--- config.mk ---
export PLATFORM = sky130hd
export DESIGN_NAME = eeprom_ram_arbiter
export DESIGN_NICKNAME = d
export VERILOG_FILES = /design/src/rtl/nes_save_pkg.sv /design/src/rtl/eeprom_ram_arbiter_rr_arb2.sv /design/src/rtl/eeprom_ram_arbiter.sv
export SDC_FILE = /design/constraint.sdc
export NUM_CORES = 1
export LEC_CHECK = 0
export BUFFER_PORTS_ARGS = -buffer_cell sky130_fd_sc_hd__buf_2
export CAP_MARGIN = 10
export CORE_MARGIN = 8
export CORE_UTILIZATION = 47
export DETAILED_ROUTE_END_ITERATION = 16
export HOLD_SLACK_MARGIN = 0.03
export PLACE_DENSITY = 0.84
export SLEW_MARGIN = 30
export SYNTH_ARGS = -nofsm -noshare
export SYNTH_HDL_FRONTEND = slang
export SYNTH_SLANG_ARGS = --single-unit
--- constraint.sdc ---
create_clock -name clk -period 1.7 [get_ports clk]
set_clock_uncertainty 0.05 [all_clocks]
set_input_delay 0.17 -clock clk [delete_from_list [all_inputs] [get_ports clk]]
set_output_delay 0.17 -clock clk [all_outputs]
set_load 0.05 [all_outputs]
--- src/rtl/nes_save_pkg.sv ---
// Shared types for the save-memory arbiter: FSM state encoding and timeout counter width.
package nes_save_pkg;

    typedef enum logic [1:0] {
        IDLE,
        EEP_ACC,
        EEP_HOLD,
        HOST_ACC
    } arb_state_t;

    localparam int TIMEOUT_W = 8;

endpackage

--- src/rtl/eeprom_ram_arbiter_rr_arb2.sv ---
// Two-requester round-robin grant; the last-grant bit favours the requester not served most recently.
module rr_arb2 (
    input  logic clk,
    input  logic reset,
    input  logic enable,
    input  logic req0,
    input  logic req1,
    output logic gnt0,
    output logic gnt1
);

    logic last1;

    always_comb begin
        gnt0 = enable && req0 && (!req1 || last1);
        gnt1 = enable && req1 && (!req0 || !last1);
    end

    // NOTE: state flops use non-blocking assignments so every flop samples pre-edge values.
    always_ff @(posedge clk or posedge reset) begin
        if (reset) begin
            last1 <= 1'b1;
        end else if (gnt0) begin
            last1 <= 1'b0;
        end else if (gnt1) begin
            last1 <= 1'b1;
        end
    end

endmodule

--- src/rtl/eeprom_ram_arbiter.sv ---
// Shares one byte-wide save-memory port between the EEPROM emulator handshake and the host save bridge,
// with hold-until-release done, dirty tracking and ack-timeout recovery.
module eeprom_ram_arbiter
    import nes_save_pkg::*;
#(
    parameter int                MEM_AW    = 21,
    parameter logic [MEM_AW-1:0] ADDR_BASE = '0,
    parameter int                TIMEOUT   = 255
) (
    input  logic              clk,
    input  logic              reset,
    input  logic              eep_read,
    input  logic              eep_write,
    input  logic [7:0]        eep_addr,
    input  logic [7:0]        eep_wdata,
    output logic [7:0]        eep_rdata,
    output logic              eep_done,
    input  logic              host_req,
    input  logic              host_we,
    input  logic [7:0]        host_addr,
    input  logic [7:0]        host_wdata,
    output logic [7:0]        host_rdata,
    output logic              host_ack,
    input  logic              dirty_clr,
    output logic              dirty,
    output logic              timeout_err,
    output logic              mem_req,
    output logic              mem_we,
    output logic [MEM_AW-1:0] mem_addr,
    output logic [7:0]        mem_wdata,
    input  logic [7:0]        mem_rdata,
    input  logic              mem_ack
);

    arb_state_t           state, state_nxt;
    logic [TIMEOUT_W-1:0] cnt;
    logic                 eep_req, in_acc, tmo, done_now;
    logic                 gnt_eep, gnt_host;
    logic [7:0]           rd_val;

    assign eep_req  = eep_read || eep_write;
    assign in_acc   = (state == EEP_ACC) || (state == HOST_ACC);
    assign tmo      = in_acc && !mem_ack && (cnt == TIMEOUT_W'(TIMEOUT - 1));
    assign done_now = in_acc && (mem_ack || tmo);
    assign rd_val   = mem_ack ? mem_rdata : 8'hFF;

    // host_req is still high during the host_ack cycle; masking it stops a duplicate grant.
    rr_arb2 u_rr (
        .clk    (clk),
        .reset  (reset),
        .enable (state == IDLE),
        .req0   (eep_req),
        .req1   (host_req && !host_ack),
        .gnt0   (gnt_eep),
        .gnt1   (gnt_host)
    );

    always_ff @(posedge clk or posedge reset) begin
        if (reset) state <= IDLE;
        else       state <= state_nxt;
    end

    // NOTE: default assignment first so no path through the case leaves state_nxt unassigned (no latch).
    always_comb begin
        state_nxt = state;
        case (state)
            IDLE: begin
                if (gnt_eep)       state_nxt = EEP_ACC;
                else if (gnt_host) state_nxt = HOST_ACC;
            end
            EEP_ACC:  if (done_now) state_nxt = EEP_HOLD;
            HOST_ACC: if (done_now) state_nxt = IDLE;
            EEP_HOLD: if (!eep_req) state_nxt = IDLE;
            default:  state_nxt = IDLE;
        endcase
    end

    // mem_req and eep_done decode the state so a reset drops them without waiting for an edge.
    always_comb begin
        mem_req  = in_acc;
        eep_done = (state == EEP_HOLD);
    end

    always_ff @(posedge clk or posedge reset) begin
        if (reset) begin
            mem_we      <= 1'b0;
            mem_addr    <= '0;
            mem_wdata   <= 8'h00;
            host_rdata  <= 8'h00;
            eep_rdata   <= 8'hFF;
            host_ack    <= 1'b0;
            dirty       <= 1'b0;
            timeout_err <= 1'b0;
            cnt         <= '0;
        end else begin
            host_ack <= 1'b0;
            if (gnt_eep) begin
                mem_we    <= eep_write;
                mem_addr  <= ADDR_BASE + MEM_AW'(eep_addr);
                mem_wdata <= eep_wdata;
                cnt       <= '0;
            end else if (gnt_host) begin
                mem_we    <= host_we;
                mem_addr  <= ADDR_BASE + MEM_AW'(host_addr);
                mem_wdata <= host_wdata;
                cnt       <= '0;
            end else if (in_acc) begin
                cnt <= cnt + 1'b1;
            end

            if (done_now) begin
                if (tmo) timeout_err <= 1'b1;
                if (state == HOST_ACC) begin
                    host_rdata <= rd_val;
                    host_ack   <= 1'b1;
                end else if (!mem_we) begin
                    eep_rdata <= rd_val;
                end
            end

            // A completing EEPROM write beats a coincident clear.
            if (done_now && (state == EEP_ACC) && mem_we) dirty <= 1'b1;
            else if (dirty_clr)                           dirty <= 1'b0;
        end
    end

endmodule

After elaboration in Yosys (flattened, before gate mapping):

Cells that the tools add are included.

* input port bits: 48
* flip-flop bits (word level): 60

* reductions and logical operators: 28
* bitwise logic cells: 2
* equal/unequal tests: 8
* add/subtract/negate cells: 1
* muxes and demuxes: 22

Operator list (count)
* 8-bit 2-to-1 mux: 6
* 21-bit 2-to-1 mux: 2
* 1-bit logical AND: 10
* 2-bit 2-to-1 mux: 5
* 8-bit by 1-bit adder with 8-bit output, second input constant: 1
* 8-bit == test, second input constant: 1
* 1-bit 2-to-1 mux: 8
* 2-bit case mux with 4 select lines: 1
* 2-bit != test, second input constant: 3
* 1-bit zero test: 5
* 1-bit logical OR: 5
* 2-bit == test, second input constant: 2
* 2-bit AND reduction: 2
* 4-bit AND reduction: 1
* 2-bit nonzero test: 2
* 3-bit != test, second input constant: 1
* 3-bit AND reduction: 1
* 3-bit nonzero test: 1
* 2-bit by 1-bit == test with 1-bit output, second input constant: 1
* 2-bit zero test: 1
* 1-bit inverter: 2

Logic depth before layout (Yosys ltp):

Gate-level depths: netlist (run 1).

* depth in word-level cells: 9
* mapped depth: 7
* depth with buffers taken out: 6

Cells and area by module:

Synthesis (run 1) repeated with hierarchy kept, for this count alone.

* cells, all modules: 200
* area total of the unflattened synthesis: 2197.1 um^2

Modules (own cells, without submodules)
* eeprom_ram_arbiter: area an instance 2130.8 um^2, times used 1, cells each 191
* rr_arb2: area an instance 66.3 um^2, times used 1, cells each 9

Worst setup path after synthesis (run 1):

No wires, ideal clock.

* kind: register to register
* from: reg host_ack
* to: reg mem_addr[0]
* arrival time: 1.654 ns
* cell stages (with the launch flop): 6
* path slack: -0.130 ns
* clock period less this slack: 1.830 ns
* cells stage by stage: dfrtp_1 > nor2b_1 > o31ai_2 > buf_2 > nor3b_1 > a221o_1

* cells in the longest elaborated chain, start to end: 6
* elaborated cells on any way between the ends: 9

RTL lines
* from (decl): line eeprom_ram_arbiter.sv:23 `output logic host_ack,`
* from (signal assigned): line eeprom_ram_arbiter.sv:91 `host_ack <= 1'b0;`
* from (signal assigned): line eeprom_ram_arbiter.sv:96 `host_ack <= 1'b0;`
* from (signal assigned): line eeprom_ram_arbiter.sv:115 `host_ack <= 1'b1;`
* 1-bit zero test (*): line eeprom_ram_arbiter.sv:53 `.req1 (host_req && !host_ack),`
* 1-bit logical AND (*): line eeprom_ram_arbiter.sv:53
* 1-bit zero test: line eeprom_ram_arbiter_rr_arb2.sv:15 `gnt0 = enable && req0 && (!req1 || last1);`
* 1-bit logical OR: line eeprom_ram_arbiter_rr_arb2.sv:15
* 1-bit logical AND: line eeprom_ram_arbiter_rr_arb2.sv:15
* 21-bit 2-to-1 mux / 2-bit nonzero test (equally long branches)
* to (signal assigned): line eeprom_ram_arbiter.sv:99 `mem_addr <= ADDR_BASE + MEM_AW'(eep_addr);`
* to (signal assigned): line eeprom_ram_arbiter.sv:104 `mem_addr <= ADDR_BASE + MEM_AW'(host_addr);`
* to (decl): line eeprom_ram_arbiter.sv:29 `output logic [MEM_AW-1:0] mem_addr,`

Mark *: on every way between the ends. The rest lies on a longest branch, timed or not.
A chain may end at the register's enable or synchronous reset.

Worst setup path in the final report (run 1):

* from: reg state[0]
* to: reg state[1]

* cells in the longest elaborated chain, start to end: 8
* elaborated cells on any way between the ends: 20

RTL lines
* from (decl): line eeprom_ram_arbiter.sv:35 `arb_state_t state, state_nxt;`
* from (signal assigned): line eeprom_ram_arbiter.sv:60 `else state <= state_nxt;`
* 2-bit by 1-bit == test with 1-bit output / 2-bit == test (equally long branches): line eeprom_ram_arbiter.sv:42, eeprom_ram_arbiter.sv:66
* 1-bit logical OR: line eeprom_ram_arbiter.sv:42 `assign in_acc = (state == EEP_ACC) || (state == HOST_ACC);`
* 1-bit logical AND (2 in series): line eeprom_ram_arbiter.sv:43 `assign tmo = in_acc && !mem_ack && (cnt == TIMEOUT_W'(TIMEOUT - 1));`
* 1-bit logical OR: line eeprom_ram_arbiter.sv:44 `assign done_now = in_acc && (mem_ack || tmo);`
* 1-bit logical AND: line eeprom_ram_arbiter.sv:44
* 2-bit != test (no line)
* 4-bit AND reduction (no line)

Parallel ways exist; a longest one is shown, timed or not.

==> impl_metrics.csv, run 1 <==
group,metric,value,unit
setup_path,critPathSlowestCell,"dfrtp_1",
logic_synthesis,syn_area,2192,sq um
clocking,clock_sinks,47,
logic_synthesis,synth_cells,184,
global_route,met1_usage,17.81,%
finish,final_cell_mix,"buf_2 (85), dfrtp_1 (37), o22a_1 (16), nor3b_1 (16), a221o_1 (16)",
pwr,pwr-share-comb,58.3,%
global_route,grt_pass1_wl,9.045,mm
timing,finalCritPeriodShare,96.57,%
pwr,clkPwrFrac,11.2,%
clocking,cts_inserted_buffers,5,
timing,final-setup-viol-count,0,
routing,drt_iter0_drc,111,
routing,vias_per_cell,5.315,
routing,drt-pass1-iter-count,4,
global_route,grt_antenna_before_repair,0,
floorplan,dieArea,7106,sq um
routing,wl_per_cell,16.89,um
logic_synthesis,ys_ff_latch,47,
finish,fill_cells,377,
setup_path,cp.required,1.83,ns
pwr,ir_drop,0.001310,V
timing,timing.fmax,609.1,MHz
global_route,met3_usage,5.615,%
finish,nets,328,
setup_path,critical_path_class,"flop to flop",
job,cap_violations,0,
routing,ant_nets,0,
placed_design,portBuffers,85,
floorplan,die_x,84.30,um
pwr,p_int,3.284,mW
clocking,cts_setup_buffers,0,
placed_design,place_congestion,0.7846,
finish,final_common_cell,"buf_2",
floorplan,ios,99,
logic_synthesis,yosys_warnings,0,
routing,wirelength,5.625,mm
setup_path,end_kind,"flop",
timing,post-route-min-period,1.642,ns
timing,drv_slew,0,
routing,num_vias,1770,
setup_path,critPathMostFrequentCell,"buf_4",
global_route,met2_usage,25.49,%
pwr,switching_share,50.44,%
floorplan,start_util,47.67,%
setup_path,critPathLaunchType,"flop",
setup_path,slowest_delay,0.47,ns
status,status,"finished, final reports clean",
pwr,p_total,6.625,mW
clocking,ctsLongestPathBuffers,2,
worst_hold_path,hold_class,"input pin to flop",
finish,fin_cells,333,
floorplan,core-area,4598,sq um
finish,syn_to_final_growth,30.42,%
global_route,overflow,0,
routing,drc_errors,0,
setup_path,crit_arrival,1.77,ns
clocking,clk_latency,0.30,ns
pwr,switchingPower,3.342,mW
logic_synthesis,ys_seq_area_share,54.17,%
timing,hold_slack,0.03770,ns
setup_path,crit_chain,"buf_4 -> nor2_4 -> buf_4 -> o31a_1 -> nor2_1 -> o41ai_2",
clocking,cts_tree,"yes",
global_route,grt_max_degree,34,
timing,report.final.hold_viol_count,0,
logic_synthesis,synth_cell_types,38,
placed_design,dp_hpwl,4.214,mm
pwr,power.leakage,1.338,nW
pwr,power_density,2317,nW/um^2
setup_path,worstPathMaxFanout,6,
clocking,clk_pin_slew,0.09,ns
clocking,root_buffer,"clkbuf_8",
floorplan,rows,25,
floorplan,die_h,84.30,um
global_route,grt_most_used_layer,"met2",
clocking,ctsHtreeMaxLevel,2,
logic_synthesis,avgSynthCellArea,11.91,sq um
finish,drive_gt1_share,45.88,%
global_route,grt_usage,15.52,%
pwr,seqPwrFrac,30.5,%
placed_design,dpl.cell_count,323,
global_route,grt_pass1_vias,1882,
finish,antenna_cells,0,
## logic make-up (layout without fill, tap and decap cells)
family / Yosys count / count (layout) / share of synthesized area (%)
simple gates: 55 / 55 / 15.87
fa+ha+maj: 2 / 2 / 1.141
compound gates: 44 / 44 / 17.75
xor+xnor: 7 / 7 / 2.797
buf+inv: 28 / 111 / 8.105
other cells: 1 / 13 / 0.1711
flops: 47 / 47 / 54.17
## synthesized netlist by cell type
| library cell | count | share of area [%] |
|---|---|---|
| buf_4 | 13 | 4.5 |
| a31o_2 | 1 | 0.40 |
| o31ai_2 | 1 | 0.57 |
| nand2_1 | 4 | 0.68 |
| nor2_1 | 13 | 2.2 |
| buf_6 | 2 | 1.0 |
| nor2_2 | 1 | 0.29 |
| nor3b_2 | 1 | 0.57 |
| dfrtp_1 | 38 | 43 |
| o31a_1 | 1 | 0.40 |
| a221o_1 | 16 | 7.3 |
| ha_1 | 2 | 1.1 |
| o21ai_0 | 1 | 0.23 |
| a211oi_1 | 1 | 0.34 |
| xnor2_1 | 1 | 0.40 |
| a21oi_1 | 3 | 0.68 |
| and3_1 | 2 | 0.57 |
| nor3b_1 | 17 | 5.8 |
| nand3b_1 | 2 | 0.68 |
| or2_1 | 1 | 0.29 |
| nand4_1 | 2 | 0.57 |
| o41ai_1 | 1 | 0.40 |
| o22ai_1 | 1 | 0.29 |
| a221oi_1 | 1 | 0.40 |
| nor4_4 | 1 | 0.97 |
| nor3_1 | 2 | 0.46 |
| conb_1 | 1 | 0.17 |
| nor2_4 | 1 | 0.51 |
| a21boi_0 | 1 | 0.34 |
| clkbuf_1 | 3 | 0.51 |
| buf_2 | 7 | 1.6 |
| dfstp_2 | 9 | 11 |
| nor2b_1 | 4 | 1.1 |
| inv_1 | 3 | 0.51 |
| and4_1 | 1 | 0.40 |
| xor2_1 | 6 | 2.4 |
| o22a_1 | 16 | 6.4 |
| nand3_1 | 3 | 0.68 |
## layout make-up
cell class	instances	area [sq um]	share of cell area [%]
well taps	54	67.56	2.363
inverters	3	11.26	0.3939
clock buffers	7	96.34	3.370
clock inverters	1	7.507	0.2626
repair buffers	100	580.6	20.31
multi-input cells	121	907.1	31.73
flip-flops and latches	47	1189	41.58
## power by group through the flow
stage          clock, mW  combinational (mW)  sequential [mW]
3_5_place_dp           0                3.84             2.03
3_3_place_gp           0                3.76             2.01
6_report           0.741                3.86             2.02
4_1_cts            0.758                3.88             2.02
2_1_floorplan          0                1.43             3.46
5_1_grt            0.803                4.08             2.09
## what timing repair did
item,4_1_cts,5_1_grt
hold buffers,2,0
gates resized for setup,3,4
setup endpoints to repair,9,16
hold endpoints to repair,17,0
## metrics by stage
stage                     worst slack, ns  utilization, %   TNS, ns  area, sq um
after detailed placement         -0.05697           58.91   -0.3767         2709
after CTS                        0.007087           61.82         0         2843
after global placement            0.03945           58.91         0         2709
after floorplan                   0.02587               -         0         2238
after global routing             -0.02056           62.18  -0.08471         2859
final                             0.05828           62.18         0         2859
## path summary, 6_finish.rpt
path / from / end / slack [ns] / cells after the start
setup / recovery: state[0] / state[1] / 0.06 / 6
hold / removal: eep_addr[7] / mem_addr[7] / 0.04 / 2
setup reg to reg: state[0] / state[1] / 0.06 / 6
hold reg to reg: timeout_err / timeout_err / 0.44 / 1
max in group asynchronous: reset / eep_rdata[4] / 0.70 / 4
min in group asynchronous: reset / mem_addr[7] / 0.33 / 3
## worst max-delay path: cells and delay by family (launching register included)
family | cells | cell delay, ns
AO/OA/AOI/OAI | 2 | 0.47
buffers and inverters | 2 | 0.32
flip-flops | 1 | 0.47
AND/OR/NAND/NOR | 2 | 0.20
## routing by layer
metal | part of all wire (%) | vias to the layer above
met3 | 6.6 | 11
met1 | 41 | 861
met5 | 0 | -
met2 | 50 | 56
met4 | 1.9 | 0
li1 | - | 842
## sequential cells by signal (all words and copies together), names as in the netlist
name / flops
cnt: 8
eep_rdata: 8
host_rdata: 8
mem_addr: 8
mem_wdata: 8
state: 2
dirty: 1
host_ack: 1
mem_we: 1
timeout_err: 1
u_rr.last1: 1
(Power assumes the default switching activity.)
==> run 2, diff against run 1 <==
--- a/config.mk
+++ b/config.mk
@@ -7,11 +7,13 @@
 export LEC_CHECK = 0
 export BUFFER_PORTS_ARGS = -buffer_cell sky130_fd_sc_hd__buf_2
 export CAP_MARGIN = 10
+export CELL_PAD_IN_SITES_DETAIL_PLACEMENT = 1
+export CELL_PAD_IN_SITES_GLOBAL_PLACEMENT = 1
 export CORE_MARGIN = 8
-export CORE_UTILIZATION = 47
+export CORE_UTILIZATION = 35
 export DETAILED_ROUTE_END_ITERATION = 16
 export HOLD_SLACK_MARGIN = 0.03
-export PLACE_DENSITY = 0.84
+export PLACE_DENSITY = 0.83
 export SLEW_MARGIN = 30
 export SYNTH_ARGS = -nofsm -noshare
 export SYNTH_HDL_FRONTEND = slang
==> run 2 against run 1 <==
  * Core utilization shrank 16 points
  * Die area grew 27%
  * Final area shrank 0.44%
  * Critical path depth shrank 1
  * Clock-buffer cell count grew 1
  * Worst hold slack gained 0.0096 ns
  * Via count grew 1.7%
  * Highest routed layer unchanged
  * Sequential power is essentially flat
  * Maximum frequency grew 2.0%
  * Sequential share of layout area grew 0.23 points
  * Power shrank 0.76%
==> impl_metrics.csv, run 2 (same netlist as run 1, synthesis figures left out) <==
group,metric,value,unit
status,status,"finished, final reports clean",
finish,final_common_cell,"buf_2",
clocking,cts_tree,"yes",
setup_path,slowest_delay,0.56,ns
floorplan,rows,29,
finish,drive_gt1_share,45.13,%
global_route,grt_antenna_before_repair,0,
pwr,power.leakage,1.318,nW
finish,fin_cells,354,
worst_hold_path,hold_class,"input pin to flop",
setup_path,crit_chain,"nor3b_2 -> nor4_4 -> buf_12 -> nor3b_1 -> a221o_1",
routing,wirelength,6.245,mm
clocking,ctsLongestPathBuffers,2,
timing,timing.fmax,621.0,MHz
setup_path,crit_arrival,1.74,ns
routing,wl_per_cell,17.64,um
finish,syn_to_final_growth,29.85,%
routing,num_vias,1800,
timing,hold_slack,0.04730,ns
worst_hold_path,hold_depth,2,
clocking,clock_sinks,47,
setup_path,critPathSlowestCell,"dfstp_2",
global_route,grt_pass1_wl,10.18,mm
floorplan,die_h,95.14,um
setup_path,critPathLaunchType,"flop",
floorplan,dieArea,9052,sq um
placed_design,dpl.cell_count,345,
global_route,grt_max_degree,34,
routing,drc_errors,0,
timing,final-setup-viol-count,0,
floorplan,ios,99,
global_route,grt_usage,14.20,%
pwr,power_density,2310,nW/um^2
timing,report.final.hold_viol_count,0,
setup_path,worstPathMaxFanout,32,
timing,finalCritPeriodShare,94.72,%
routing,vias_per_cell,5.085,
pwr,p_total,6.575,mW
setup_path,critical_path_class,"flop to flop",
clocking,root_buffer,"clkbuf_8",
setup_path,worst-r2r-cell-count,5,
placed_design,place_ws,-0.1271,ns
placed_design,dp_hpwl,4.897,mm
routing,drt-pass1-iter-count,4,
routing,drt_iter0_drc,48,
job,cap_violations,0,
setup_path,crit_start,"u_rr.last1",
clocking,cts_setup_buffers,0,
setup_path,cp.required,1.83,ns
floorplan,start_util,35.33,%
clocking,clk_pin_slew,0.08,ns
timing,drv_slew,0,
finish,antenna_cells,0,
floorplan,die_x,95.14,um
global_route,grt_pass1_vias,2075,
clocking,ctsHtreeMaxLevel,2,
global_route,overflow,0,
worst_hold_path,hold_start,"mem_rdata[1]",
pwr,ir_drop,0.001086,V
setup_path,end_kind,"flop",
finish,nets,326,
finish,final_cell_mix,"buf_2 (85), dfrtp_1 (36), nor3b_1 (17)",
setup_path,reg2reg_from,"u_rr.last1",
timing,layout_setup_ws,0.08974,ns
floorplan,core-area,6205,sq um
routing,ant_nets,0,
finish,fill_cells,703,
placed_design,portBuffers,85,
timing,post-route-min-period,1.610,ns
clocking,clk_latency,0.30,ns
placed_design,place_congestion,0.7667,
clocking,cts_inserted_buffers,5,
[run 2: worst paths after layout]
| kind | end | slack [ns] |
|---|---|---|
| min in group asynchronous | host_rdata[3] | 0.37 |
| setup / recovery | mem_addr[2] | 0.09 |
| max in group asynchronous | eep_rdata[4] | 0.62 |
| hold / removal | host_rdata[1] | 0.05 |
| setup reg to reg | mem_addr[2] | 0.09 |
| hold reg to reg | host_rdata[0] | 0.45 |
[run 2: critical path: cells and delay by family (launching register included)]
family                 cells  cell delay, ns
AOI/OAI and AO/OA          1            0.27
buffers and inverters      1            0.22
DFF                        1            0.56
and+or+nand+nor            3            0.38
[run 2: area by class of cell]
cell class	instances	area [sq um]	area share, %
Sequential cell	47	1190	41.80
Multi-Input combinational cell	121	898.4	31.56
Timing Repair Buffer	98	550.5	19.34
Clock buffer	8	100.1	3.516
Tap cell	77	96.34	3.385
Inverter	3	11.26	0.3956
[run 2: through the flow]
stage                     area (sq um)    TNS, ns  utilization [%]
after global placement            2718          0            43.80
after floorplan                   2238          0                -
after CTS                         2834          0            45.67
after detailed placement          2718    -0.8983            43.80
final                             2846          0            45.88
after global routing              2846  -0.002064            45.88
[run 2: timing repair]
item	CTS	global route
endpoints found under the setup margin	9	19
pin swaps	0	0
gates cloned	0	0
resized for setup	2	4
hold buffers	1	0
endpoints found under the hold margin	14	0
[run 2: report_power, final]
part | switching (mW) | internal, mW | total, mW | leakage [nW]
combinational | 2.65 | 1.17 | 3.82 | 0.712
sequential | 0.327 | 1.70 | 2.02 | 0.555
clock | 0.358 | 0.371 | 0.729 | 0.0515
[run 2: routing by layer]
layer  vias up  global-route usage (%)  routed length (um)
met4         0                   5.332                 152
met3        14                   4.409                 362
met1       891                   15.77                2395
li1        838                       -                   -
met2        57                   24.86                3335
met5         -                       0                   0
